### src/rtl/morse_key_decoder.sv
// rtl/morse_key_decoder.sv - single-key Morse receiver with gap timing, A-Z/0-9 decode and code history
module morse_key_decoder #(
  parameter int CNT_W      = 8,
  parameter int GLITCH_MIN = 2,
  parameter int DASH_MIN   = 6,
  parameter int LETTER_GAP = 6,
  parameter int WORD_GAP   = 14,
  parameter int DEPTH      = 4
) (
  input  logic               Clock,
  input  logic               reset,
  input  logic               key,
  output logic               char_valid,
  output logic [5:0]         char_code,
  output logic               err,
  output logic               busy,
  output logic [6*DEPTH-1:0] hist
);

  typedef enum logic [1:0] {IDLE, MARK, SPACE, WORDWAIT} state_t;

  localparam logic [CNT_W-1:0] CNT_MAX    = '1;
  localparam logic [CNT_W-1:0] GLITCH_C   = CNT_W'(GLITCH_MIN);
  localparam logic [CNT_W-1:0] DASH_C     = CNT_W'(DASH_MIN);
  localparam logic [CNT_W-1:0] LETTER_C   = CNT_W'(LETTER_GAP);
  localparam logic [CNT_W-1:0] WORD_C     = CNT_W'(WORD_GAP);
  localparam logic [5:0]       CODE_SPACE = 6'd37;
  localparam logic [5:0]       CODE_ERR   = 6'd63;

  state_t           state;
  logic [CNT_W-1:0] mark_cnt;
  logic [CNT_W-1:0] gap_cnt;
  logic [2:0]       sym_len;
  logic [4:0]       sym_pat;
  logic             ovf;
  logic             from_ww;

  logic [CNT_W-1:0] mark_inc;
  logic [CNT_W-1:0] gap_inc;
  logic             is_dash;
  logic             press_ok;
  logic [2:0]       app_len;
  logic [4:0]       app_pat;
  logic             app_ovf;
  logic             commit_chr;
  logic             commit_sp;
  logic             commit;
  logic [5:0]       commit_code;
  logic [6*DEPTH-1:0] hist_next;

  // Key is {len, pat}; with fewer than 5 symbols the unused upper pattern bits are zero.
  function automatic logic [5:0] decode(input logic [2:0] len, input logic [4:0] pat, input logic ov);
    if (ov) return CODE_ERR;
    case ({len, pat})
      8'b001_00000: return 6'd5;
      8'b001_00001: return 6'd20;
      8'b010_00001: return 6'd1;
      8'b010_00000: return 6'd9;
      8'b010_00011: return 6'd13;
      8'b010_00010: return 6'd14;
      8'b011_00100: return 6'd4;
      8'b011_00110: return 6'd7;
      8'b011_00101: return 6'd11;
      8'b011_00111: return 6'd15;
      8'b011_00010: return 6'd18;
      8'b011_00000: return 6'd19;
      8'b011_00001: return 6'd21;
      8'b011_00011: return 6'd23;
      8'b100_01000: return 6'd2;
      8'b100_01010: return 6'd3;
      8'b100_00010: return 6'd6;
      8'b100_00000: return 6'd8;
      8'b100_00111: return 6'd10;
      8'b100_00100: return 6'd12;
      8'b100_00110: return 6'd16;
      8'b100_01101: return 6'd17;
      8'b100_00001: return 6'd22;
      8'b100_01001: return 6'd24;
      8'b100_01011: return 6'd25;
      8'b100_01100: return 6'd26;
      8'b101_11111: return 6'd27;
      8'b101_01111: return 6'd28;
      8'b101_00111: return 6'd29;
      8'b101_00011: return 6'd30;
      8'b101_00001: return 6'd31;
      8'b101_00000: return 6'd32;
      8'b101_10000: return 6'd33;
      8'b101_11000: return 6'd34;
      8'b101_11100: return 6'd35;
      8'b101_11110: return 6'd36;
      default:      return CODE_ERR;
    endcase
  endfunction

  always_comb begin
    mark_inc = (mark_cnt == CNT_MAX) ? mark_cnt : mark_cnt + 1'b1;
    gap_inc  = (gap_cnt == CNT_MAX) ? gap_cnt : gap_cnt + 1'b1;
    is_dash  = (mark_cnt >= DASH_C);
    press_ok = (mark_cnt >= GLITCH_C);
    app_ovf  = ovf | (sym_len == 3'd5);
    app_len  = (sym_len == 3'd5) ? 3'd5 : sym_len + 3'd1;
    app_pat  = {sym_pat[3:0], is_dash};
  end

  // With a one-cycle letter gap the release edge itself ends the character.
  always_comb begin
    commit_chr = !key && (((state == SPACE) && (gap_inc == LETTER_C)) ||
                          ((state == MARK) && press_ok && (LETTER_GAP == 1)));
    commit_sp  = !key && (state == WORDWAIT) && (gap_inc == WORD_C);
    commit     = commit_chr | commit_sp;
    commit_code = CODE_SPACE;
    if (commit_chr) begin
      commit_code = (state == MARK) ? decode(app_len, app_pat, app_ovf)
                                    : decode(sym_len, sym_pat, ovf);
    end
  end

  generate
    if (DEPTH > 1) begin : g_shift
      assign hist_next = {hist[6*DEPTH-7:0], commit_code};
    end else begin : g_single
      assign hist_next = commit_code;
    end
  endgenerate

  always_ff @(posedge Clock) begin
    if (reset) begin
      state    <= IDLE;
      mark_cnt <= '0;
      gap_cnt  <= '0;
      sym_len  <= '0;
      sym_pat  <= '0;
      ovf      <= 1'b0;
      from_ww  <= 1'b0;
      busy     <= 1'b0;
    end else begin
      case (state)
        IDLE: begin
          if (key) begin
            state    <= MARK;
            mark_cnt <= 1;
            from_ww  <= 1'b0;
            busy     <= 1'b1;
          end
        end
        MARK: begin
          if (key) begin
            mark_cnt <= mark_inc;
          end else if (!press_ok) begin
            // Glitch: resume the gap that was running, gap_cnt untouched.
            if (sym_len != 3'd0) begin
              state <= SPACE;
            end else if (from_ww) begin
              state <= WORDWAIT;
            end else begin
              state <= IDLE;
              busy  <= 1'b0;
            end
          end else begin
            gap_cnt <= 1;
            if (commit_chr) begin
              state   <= WORDWAIT;
              sym_len <= '0;
              sym_pat <= '0;
              ovf     <= 1'b0;
            end else begin
              state   <= SPACE;
              sym_len <= app_len;
              sym_pat <= app_pat;
              ovf     <= app_ovf;
            end
          end
        end
        SPACE: begin
          if (key) begin
            state    <= MARK;
            mark_cnt <= 1;
            from_ww  <= 1'b0;
          end else begin
            gap_cnt <= gap_inc;
            if (commit_chr) begin
              state   <= WORDWAIT;
              sym_len <= '0;
              sym_pat <= '0;
              ovf     <= 1'b0;
            end
          end
        end
        WORDWAIT: begin
          if (key) begin
            state    <= MARK;
            mark_cnt <= 1;
            from_ww  <= 1'b1;
          end else begin
            gap_cnt <= gap_inc;
            if (commit_sp) begin
              state <= IDLE;
              busy  <= 1'b0;
            end
          end
        end
        default: begin
          state <= IDLE;
          busy  <= 1'b0;
        end
      endcase
    end
  end

  always_ff @(posedge Clock) begin
    if (reset) begin
      hist       <= '0;
      char_code  <= '0;
      char_valid <= 1'b0;
      err        <= 1'b0;
    end else begin
      char_valid <= commit;
      err        <= commit && (commit_code == CODE_ERR);
      if (commit) begin
        char_code <= commit_code;
        hist      <= hist_next;
      end
    end
  end

endmodule
### config.mk
export PLATFORM = sky130hd
export DESIGN_NAME = morse_key_decoder
export DESIGN_NICKNAME = d
export VERILOG_FILES = /design/src/rtl/morse_key_decoder.sv
export SDC_FILE = /design/constraint.sdc
export NUM_CORES = 1
export LEC_CHECK = 0
export ABC_CLOCK_PERIOD_IN_PS = 4140
export BUFFER_PORTS_ARGS = -buffer_cell sky130_fd_sc_hd__buf_2
export CORE_UTILIZATION = 40
export CTS_BUF_LIST = sky130_fd_sc_hd__clkbuf_4 sky130_fd_sc_hd__clkbuf_8
export DETAILED_ROUTE_END_ITERATION = 8
export GPL_TIMING_DRIVEN = 0
export MAX_ROUTING_LAYER = met4
export PLACE_DENSITY = 0.57
export SYNTH_ARGS = -nofsm -noshare
export SYNTH_HDL_FRONTEND = slang
export SYNTH_SLANG_ARGS = --single-unit
### constraint.sdc
create_clock -name Clock -period 4.14 [get_ports Clock]
set_input_delay 0.414 -clock Clock [delete_from_list [all_inputs] [get_ports Clock]]
set_output_delay 0.414 -clock Clock [all_outputs]
set_load 0.05 [all_outputs]
Yosys cells after proc, flatten, opt, wreduce, memory -nomap -nowiden
Cells that the tools add are included.
{"block": "word_totals", "reg_bits": 61, "inputBits": 3, "output_inout_bits": 33}
{"block": "classes", "n_addsub": 3, "magnitude_cmp": 2, "n_eq_ne": 99, "n_mux": 61, "bitwise_logic": 2, "reduce_logical": 21}
{"op": "$pmux 6 s36", "n": 2}
{"op": "$eq 8x8->1 const B", "n": 46}
{"op": "$eq 8x7->1 const B", "n": 24}
{"op": "$mux 8", "n": 7}
{"op": "$mux 6", "n": 6}
{"op": "$eq 8x6->1 const B", "n": 4}
{"op": "$pmux 8 s2", "n": 2}
{"op": "$ne 2x2->1 const B", "n": 14}
{"op": "$mux 5", "n": 5}
{"op": "$mux 1", "n": 18}
{"op": "$mux 2", "n": 9}
{"op": "$mux 3", "n": 6}
{"op": "$add 8x1->8 const B", "n": 2}
{"op": "$pmux 5 s2", "n": 1}
{"op": "$eq 8x3->1 const B", "n": 1}
{"op": "$eq 8x4->1 const B", "n": 1}
{"op": "$ge 8x2->1 const B", "n": 1}
{"op": "$ge 8x3->1 const B", "n": 1}
{"op": "$pmux 2 s4", "n": 1}
{"op": "$reduce_and 4->1", "n": 2}
{"op": "$reduce_and 8->1", "n": 1}
{"op": "$eq 6x6->1 const B", "n": 1}
{"op": "$ne 3x3->1 const B", "n": 2}
{"op": "$pmux 3 s2", "n": 1}
{"op": "17 further kinds", "n": 30}

Logic depth before layout (Yosys ltp)
Gate-level depths: netlist of the first run.
{"block": "depth", "word_depth": 11, "mapped_depth": 10, "depth_no_buf": 8}

Worst setup path before layout of the first run
OpenSTA, ideal clock, no wires.
{"block": "synth_path", "kind": "reg-to-reg", "start": "register gap_cnt[0]", "end": "register hist[13]", "setup_time_ns": 0.132, "t_arrival_ns": 2.128, "setup_slack_ns": 1.880, "stages_incl_launch_ff": 11, "n_path_buf": 3, "synth_period_minus_slack_ns": 2.260, "path_cell_list": "dfxtp_1 ha_1 buf_2 nand3_1 o22ai_1 nand3_1 or4b_1 buf_2 buf_2 nand2_1 a21oi_1"}
{"block": "synth_between", "elab_chain_len": 6, "word_cells_on_any_way": 9}
{"element": "from (decl)", "line": "32", "source": "logic [CNT_W-1:0] gap_cnt;"}
{"element": "from (signal assigned)", "line": "180", "source": "gap_cnt <= gap_inc;"}
{"element": "from (signal assigned)", "line": "195", "source": "gap_cnt <= gap_inc;"}
{"element": "$add 8x1->8 / $eq 8x8->1 (equally long branches)", "line": "97", "source": "gap_inc = (gap_cnt == CNT_MAX) ? gap_cnt : gap_cnt + 1'b1;"}
{"element": "$mux 8 *", "line": "97"}
{"element": "$eq 8x3->1", "line": "107", "source": "commit_chr = !key && (((state == SPACE) && (gap_inc == LETTER_C)) ||"}
{"element": "$logic_and 1x1->1 (2 in a row)", "line": "107"}
{"element": "$or 1x1->1 *", "line": "110", "source": "commit = commit_chr | commit_sp;"}
{"element": "to (signal assigned)", "line": "221", "source": "hist <= hist_next;"}
{"element": "to (decl)", "line": "17", "source": "output logic [6*DEPTH-1:0] hist"}
Mark *: on every way between the ends. The rest lies on a longest branch, timed or not.
A chain may end at the register's enable or synchronous reset.

Worst setup path after layout of the first run
{"block": "layout_path", "start": "register sym_len[1]", "end": "register err"}
{"block": "layout_between", "elab_chain_len": 9, "word_cells_on_any_way": 86}
{"element": "from (decl)", "line": "33", "source": "logic [2:0] sym_len;"}
{"element": "from (signal assigned)", "line": "168", "source": "sym_len <= app_len;"}
{"element": "$add 3x1->3 / $eq 3x3->1 (equally long branches)", "line": "101, 100"}
{"element": "$mux 3 / $or 1x1->1 (equally long branches)", "line": "101, 100"}
{"element": "$eq 8x8->1 (tied with other cells)", "line": "54", "source": "case ({len, pat})"}
{"element": "$pmux 6 s36 / $mux 1 (equally long branches)", "line": "54, 112"}
{"element": "$mux 6", "line": "54"}
{"element": "$mux 6 *", "line": "113", "source": "commit_code = (state == MARK) ? decode(app_len, app_pat, app_ovf)"}
{"element": "$mux 6 *", "line": "112", "source": "if (commit_chr) begin"}
{"element": "$eq 6x6->1 *", "line": "218", "source": "err <= commit && (commit_code == CODE_ERR);"}
{"element": "$logic_and 1x1->1 *", "line": "218"}
{"element": "to (signal assigned)", "line": "218"}
{"element": "to (decl)", "line": "15", "source": "output logic err,"}
Mark *: on every way between the ends. The rest lies on a longest branch, timed or not. The select of a mux whose other input is x is not followed.

==> results of run 1 <==
==> through the flow <==
step | worst slack (ps) | instances | total power [mW] | instance area [µm²] | hold slack [ps]
floorplan | 1880 | 434 | 0.5704 | 3353 | 481.0
global placement | 1260 | 574 | 0.5817 | 3660 | 436.6
detailed placement | 1280 | 574 | 0.5821 | 3660 | 445.9
CTS | 1255 | 582 | 0.9183 | 3764 | 461.8
global route | 1069 | 582 | 0.9458 | 3764 | 467.1
finish | 1225 | 582 | 0.9068 | 3764 | 455.3
==> how the worst max path moves through the flow <==
stage / startpoint / endpoint / slack [ps] / cells after the start
final: sym_len[1]$_SDFFE_PP0P_ / err$_SDFF_PP0_ / 1230 / 8
after global routing: sym_len[1]$_SDFFE_PP0P_ / err$_SDFF_PP0_ / 1070 / 8
after detailed placement: sym_len[1]$_SDFFE_PP0P_ / err$_SDFF_PP0_ / 1280 / 8
after CTS: sym_len[1]$_SDFFE_PP0P_ / err$_SDFF_PP0_ / 1250 / 8
after global placement: sym_len[1]$_SDFFE_PP0P_ / err$_SDFF_PP0_ / 1260 / 8
after floorplan: gap_cnt[0]$_SDFFE_PP0P_ / hist[13]$_SDFFE_PP0P_ / 1880 / 10
==> cells in the mapped netlist, drive strengths merged (4+ instances only) <==
master,count,share of area
nand3,18,0.027
inv,9,0.010
a211oi,11,0.025
dfxtp,55,0.33
and4,4,0.010
buf,24,0.041
clkbuf,22,0.025
nand2,59,0.066
nor4,8,0.015
a21o,7,0.016
nand2b,10,0.019
or2,4,0.0075
a31oi,6,0.011
or3,5,0.0093
ha,4,0.015
nor3,13,0.019
o2bb2ai,4,0.010
nor4b,7,0.025
nor2,26,0.029
nand4,4,0.0075
nor2b,6,0.011
o21ai,9,0.013
xnor2,6,0.016
xor2,4,0.010
a21oi,50,0.076
==> power by group through the flow <==
stage / combinational [mW] / clock, mW / sequential, mW
finish: 0.0360 / 0.337 / 0.534
global route: 0.0397 / 0.372 / 0.534
CTS: 0.0360 / 0.348 / 0.534
detailed placement: 0.0360 / 0 / 0.546
global placement: 0.0358 / 0 / 0.546
floorplan: 0.0220 / 0 / 0.548
==> critical path, cell delays in order, from the launching register on <==
cell and delay, ps:
dfxtp_1 320, clkbuf_1 330, clkbuf_1 440, xnor2_1 180, nor4_1 90, a211oi_1 240, o221ai_1 200, a2111oi_0 850
nor2b_1 210
==> cell type report <==
type,instances,area (µm²),area share
Sequential cell,55,1101,0.2926
Buffer,46,221.5,0.05884
Inverter,9,33.78,0.008976
Multi-Input combinational cell,324,1997,0.5306
Tap cell,105,131.4,0.03491
Clock buffer,7,96.34,0.02560
Clock inverter,1,7.507,0.001995
Timing Repair Buffer,35,175.2,0.04654
==> layer usage <==
layer,track usage,vias to the layer above,part of all wire
met1,0.2938,1529,0.49
met3,0.03577,11,0.042
met2,0.3254,76,0.45
li1,-,1668,-
met4,0.06154,0,0.015
met5,-,-,0
==> registers in the layout (all words and copies together) (netlist names) <==
signal,flops
mark_cnt,8
ovf,1
err,1
char_valid,1
state,2
sym_pat,5
sym_len,3
hist,19
char_code,5
from_ww,1
busy,1
gap_cnt,8
==> cells by family (layout without fill, tap and decap cells) <==
family | after synthesis | in the layout | synth area share
buffers and inverters | 55 | 98 | 0.07612
xor gates and xnor gates | 10 | 10 | 0.02612
AOI/OAI and AO/OA | 125 | 125 | 0.2545
adders and majority gates | 4 | 4 | 0.01493
DFF | 55 | 55 | 0.3284
and+or+nand+nor | 185 | 185 | 0.3000
==> metrics, run 1 <==
result of the run=finished clean; Worst Hold Path EP=hist[23]$_SDFFE_PP0P_; first-pass GRT wire length=roughly 14 mm; die width=93.56 µm; worst-margin pin slew=987.5 ps; IO Pins=36; gr usage total=0.2147; R2R Setup Slk=1230 ps; Critical Path RT=~4400 ps; Post-DP HPWL=6.531 mm; total gr overflow=0; sw power=0.2130 mW; Area Overhead vs Synth=12.24%; most common cell after layout, fill and taps aside=nand2_1; maximum clock frequency=0.3431 GHz; Max Transition Viols Final=0; Initial Util=0.4102; sequential share of power=0.589; Final Hold Fails=0; H-tree depth=2; DRC=0; CTS-repair resized insts=0; worst clock skew=8.435 ps; Clock Latency Late Sink=310 ps; vias=3284; Slew headroom=0.3366; critical path class=flop to flop; routability cong.=0.9292; # diodes=0; post-synth cell types=68; vias in the first global route=roughly 2800; post-route ant nets=0; Critical R2R Launch=sym_len[1]$_SDFFE_PP0P_; Cell Pwr Density=240.9 mW/mm²; I/O Buffers=35; crit share post-route=0.7040; syn nets=approximately 440; Chip Height=93.56 µm; TritonCTS clock tree=yes; FFs w/ async S/R, synth=0; commonest non-fill, non-tap cells in the layout=nand2_1 (59), dfxtp_1 (55), buf_2 (50); DR vias/cell=between 5 and 6; Reg clk slew, reported paths=100 ps; Setup Buffers After CTS=0; Max Root-Sink Buffers=2; sequential area share after synthesis=0.3284; hold path start=hist[23]$_SDFFE_PP0P_; Leak=1.392 nW; setup violators final=0; startpoint types=flop; dominant synthesized flop cell=dfxtp_1; Final min period=~2900 ps; Initial DRC Count=~180; number of synthesized flops with an enable pin=0; clock power share=0.372; post-synthesis register bit count=between 50 and 60; Hold Crit Depth=2; Fillers=871; drt wl/cell=15.28 µm; setup_tns=0 ps; Routed WL=8.895 mm; initial antenna violation count=0; max cap viols=0; combinational fraction of design power=0.040; R2R Path End=err$_SDFF_PP0_; CTS Buf Count=5; largest net degree at the start of global routing=17; clk sinks=55; CP max FO=10; Die Footprint=0.008753 mm²; P_int=0.6938 mW; Post-CTS Hold Buffers=0; Post-Syn Area=0.003353 mm²; synth warn=0; RSZ-0062 raised after global routing=false; Post-Syn Area per Cell=7.726 µm²; post-layout util=0.4604; worst path arrival time=3160 ps; ratio of cells with drive above 1 in the final layout=0.1572; Root Driver=clkbuf_8; Post-layout nets=483; TritonRoute pass-1 iters=6; synthesized instance count=between 400 and 500; Rows=33; Worst Reg-to-Reg Cells=8; core footprint=0.008175 mm²; type of destination of the critical path=flop; Max IR drop VDD=0.1767 mV; Min-Delay Path Class=flop to flop; switching share of power=0.2349
Note: power is estimated with default switching activity, not from simulation.
==> run 2, diff against run 1 <==
--- a/config.mk
+++ b/config.mk
@@ -5,7 +5,7 @@
 export SDC_FILE = /design/constraint.sdc
 export NUM_CORES = 1
 export LEC_CHECK = 0
-export ABC_CLOCK_PERIOD_IN_PS = 4140
+export ABC_CLOCK_PERIOD_IN_PS = 2700
 export BUFFER_PORTS_ARGS = -buffer_cell sky130_fd_sc_hd__buf_2
 export CORE_UTILIZATION = 40
 export CTS_BUF_LIST = sky130_fd_sc_hd__clkbuf_4 sky130_fd_sc_hd__clkbuf_8
==> constraint.sdc (replaced) <==
create_clock -name Clock -period 2.7 [get_ports Clock]
set_input_delay 0.27 -clock Clock [delete_from_list [all_inputs] [get_ports Clock]]
set_output_delay 0.27 -clock Clock [all_outputs]
set_load 0.05 [all_outputs]
==> run 2 against run 1 <==
  * Utilization up 0.38 points
  * Worst hold slack worse by 130 ps
  * Final cell count unchanged
  * Clock-buffer cell count unchanged
  * Fmax up 16%
  * Sequential share of layout area down 0.24 points
  * Clock skew about the same
  * Final area up 0.83%
  * Combinational power up 54%
  * Non-clock buffer count unchanged
  * Clock power up 54%
==> metrics, run 2 (same netlist as run 1, synthesis figures left out) <==
I/O Buffers=35 (unchanged); CP cell instances=clkbuf_1 > or4b_1 > buf_2 > o22a_1 > o311a_1 > nor4b_4 > a211oi_1 > o2bb2ai_1 (was clkbuf_1 > clkbuf_1 > xnor2_1 > nor4_1 > a211oi_1 > o221ai_1 > a2111oi_0 > nor2b_1); Hold Slack=327.7 ps (was 455.3 ps); Chip Height=93.56 µm (unchanged); max cap viols=0 (unchanged); Final min period=2522 ps (was 2915 ps); DRC=0 (unchanged); Post-CTS Hold Buffers=0 (unchanged); Crit-path slowest cell=or4b_1 (was a2111oi_0); ratio of cells with drive above 1 in the final layout=0.1698 (was 0.1572); Most flops, register=hist (unchanged); Max Root-Sink Buffers=2 (unchanged); type of destination of the critical path=flop (unchanged); routability cong.=0.9292 (unchanged); GR met2 Demand/Resource=0.3254 (unchanged); die width=93.56 µm (unchanged); crit share post-route=0.9342 (was 0.7040); # diodes=0 (unchanged); max incr delay on CP=500 ps (was 850 ps); Largest register FFs=19 (unchanged); worst path arrival time=2720 ps (was 3160 ps); busiest grt layer=met2 (unchanged); DP Area=0.003660 mm² (unchanged); clk sinks=55 (unchanged); Rows=33 (unchanged); post-route ant nets=0 (unchanged); crit path buf inv count=2 (unchanged); CP max FO=10 (unchanged); CTS Buf Count=5 (unchanged); Max IR drop VDD=0.2712 mV (was 0.1767 mV); Initial DRC Count=166 (was 184); Routed WL=8.916 mm (was 8.895 mm); drt wl/cell=15.32 µm (was 15.28 µm); critical path class=flop to flop (unchanged); worst clock skew=8.220 ps (was 8.435 ps); commonest non-fill, non-tap cells in the layout=nand2_1 (59), dfxtp_1 (55), buf_2 (50) (unchanged); vias=3282 (was 3284); first-pass GRT wire length=14.41 mm (was 14.43 mm); Min-Delay Path Class=input port to flop (was flop to flop); startpoint types=flop (unchanged); TritonCTS clock tree=yes (unchanged); Post-DP HPWL=6.531 mm (unchanged); final instance area=0.003795 mm² (was 0.003764 mm²); H-tree depth=2 (unchanged); Fillers=868 (was 871); Setup Buffers After CTS=0 (unchanged); most common cell after layout, fill and taps aside=nand2_1 (unchanged); Final Hold Fails=0 (unchanged); Die Footprint=0.008753 mm² (unchanged); CP delay by family, top=compound AO/OA/AOI/OAI gates (unchanged); Leak=1.401 nW (was 1.392 nW); Initial Util=0.4102 (unchanged); IO Pins=36 (unchanged); Slew headroom=0.3154 (was 0.3366); DR vias/cell=5.639 (was 5.643); maximum clock frequency=0.3965 GHz (was 0.3431 GHz); Max Transition Viols Final=0 (unchanged); Top Registers=hist: 19 flops, gap_cnt: 8 flops, mark_cnt: 8 flops (unchanged); result of the run=finished clean (unchanged); Root Driver=clkbuf_8 (unchanged); met1 Usage GRT=0.2933 (was 0.2938); setup violators final=0 (unchanged); Cell Pwr Density=366.7 mW/mm² (was 240.9 mW/mm²); gr usage total=0.2145 (was 0.2147); non-filler cells, final=582 (unchanged); Reg clk slew, reported paths=100 ps (about the same); Area Overhead vs Synth=13.17% (was 12.24%); vias in the first global route=2827 (unchanged); initial antenna violation count=0 (unchanged); Cells after DPL=574 (unchanged); Clock Latency Late Sink=310 ps (about the same); TritonRoute pass-1 iters=5 (was 6); total gr overflow=0 (unchanged); core footprint=0.008175 mm² (unchanged); met3 usage=0.03577 (unchanged); largest net degree at the start of global routing=17 (unchanged); Post-layout nets=483 (unchanged); Critical Path RT=2900 ps (was 4390 ps); worst-margin pin slew=1019 ps (was 987.5 ps); post-layout util=0.4642 (was 0.4604)
==> run 2: changes by cell type in the layout (fill, tap and decap cells not counted) <==
cell       before  now
o22ai_1         1    0
clkbuf_2        0    1
a2111oi_0       2    1
a2111oi_2       0    1
o22ai_2         0    1
nand3_2         0    1
nor4b_2         1    3
nand3_1        18   17
nor4b_1         5    3
clkbuf_1       22   21
==> run 2: worst register-to-register path, delay by kind of cell, from the launching register on <==
| kind | cells | cell delay [ps] |
|---|---|---|
| simple gates | 2 | 670 |
| flops | 1 | 310 |
| compound gates | 4 | 1030 |
| buf+inv | 2 | 410 |
==> run 2: what timing repair did <==
action                                  CTS  global route
gates resized for setup                   2             6
endpoints found under the setup margin    2            24
gates cloned                              0             0
==> run 2: path summary, 6_finish.rpt <==
check	end	cells after the start	startpoint	slack, ps
worst min-delay path	char_code[3]$_SDFFE_PP0P_	3	reset	330
worst max register to register	char_code[1]$_SDFFE_PP0P_	8	sym_len[1]$_SDFFE_PP0P_	180
worst min register to register	hist[23]$_SDFFE_PP0P_	2	hist[23]$_SDFFE_PP0P_	460
worst max-delay path	char_code[1]$_SDFFE_PP0P_	8	sym_len[1]$_SDFFE_PP0P_	180
==> run 2: cell type report <==
| type | instances | area [µm²] | share of cell area |
|---|---|---|---|
| timing repair buffer | 35 | 175.2 | 0.04616 |
| inverter | 9 | 33.78 | 0.008902 |
| sequential | 55 | 1101 | 0.2901 |
| clock buffer | 7 | 96.34 | 0.02539 |
| buffer | 46 | 222.7 | 0.05869 |
| clock inverter | 1 | 7.507 | 0.001978 |
| multi-input combinational | 324 | 2027 | 0.5341 |
| tap | 105 | 131.4 | 0.03462 |
==> run 2: power by group <==
group	internal (mW)	total, mW	switching, mW
Sequential	0.815	0.818	0.00376
Combinational	0.0151	0.0555	0.0404
Clock	0.234	0.518	0.284
==> run 2: through the flow <==
stage	worst slack [ps]	TNS, ps	power [mW]
detailed placement	-160.3	-231.4	0.8925
finish	177.7	0	1.392
global placement	-180.1	-264.6	0.8919
global route	-12.75	-20.94	1.451
floorplan	439.8	0	0.8747
CTS	39.57	0	1.408
==> run 2: metal layers <==
metal  wire (µm)  up-vias
li1            -     1666
met4         136        0
met3         423       10
met5           0        -
met2        4070       91
met1        4286     1515
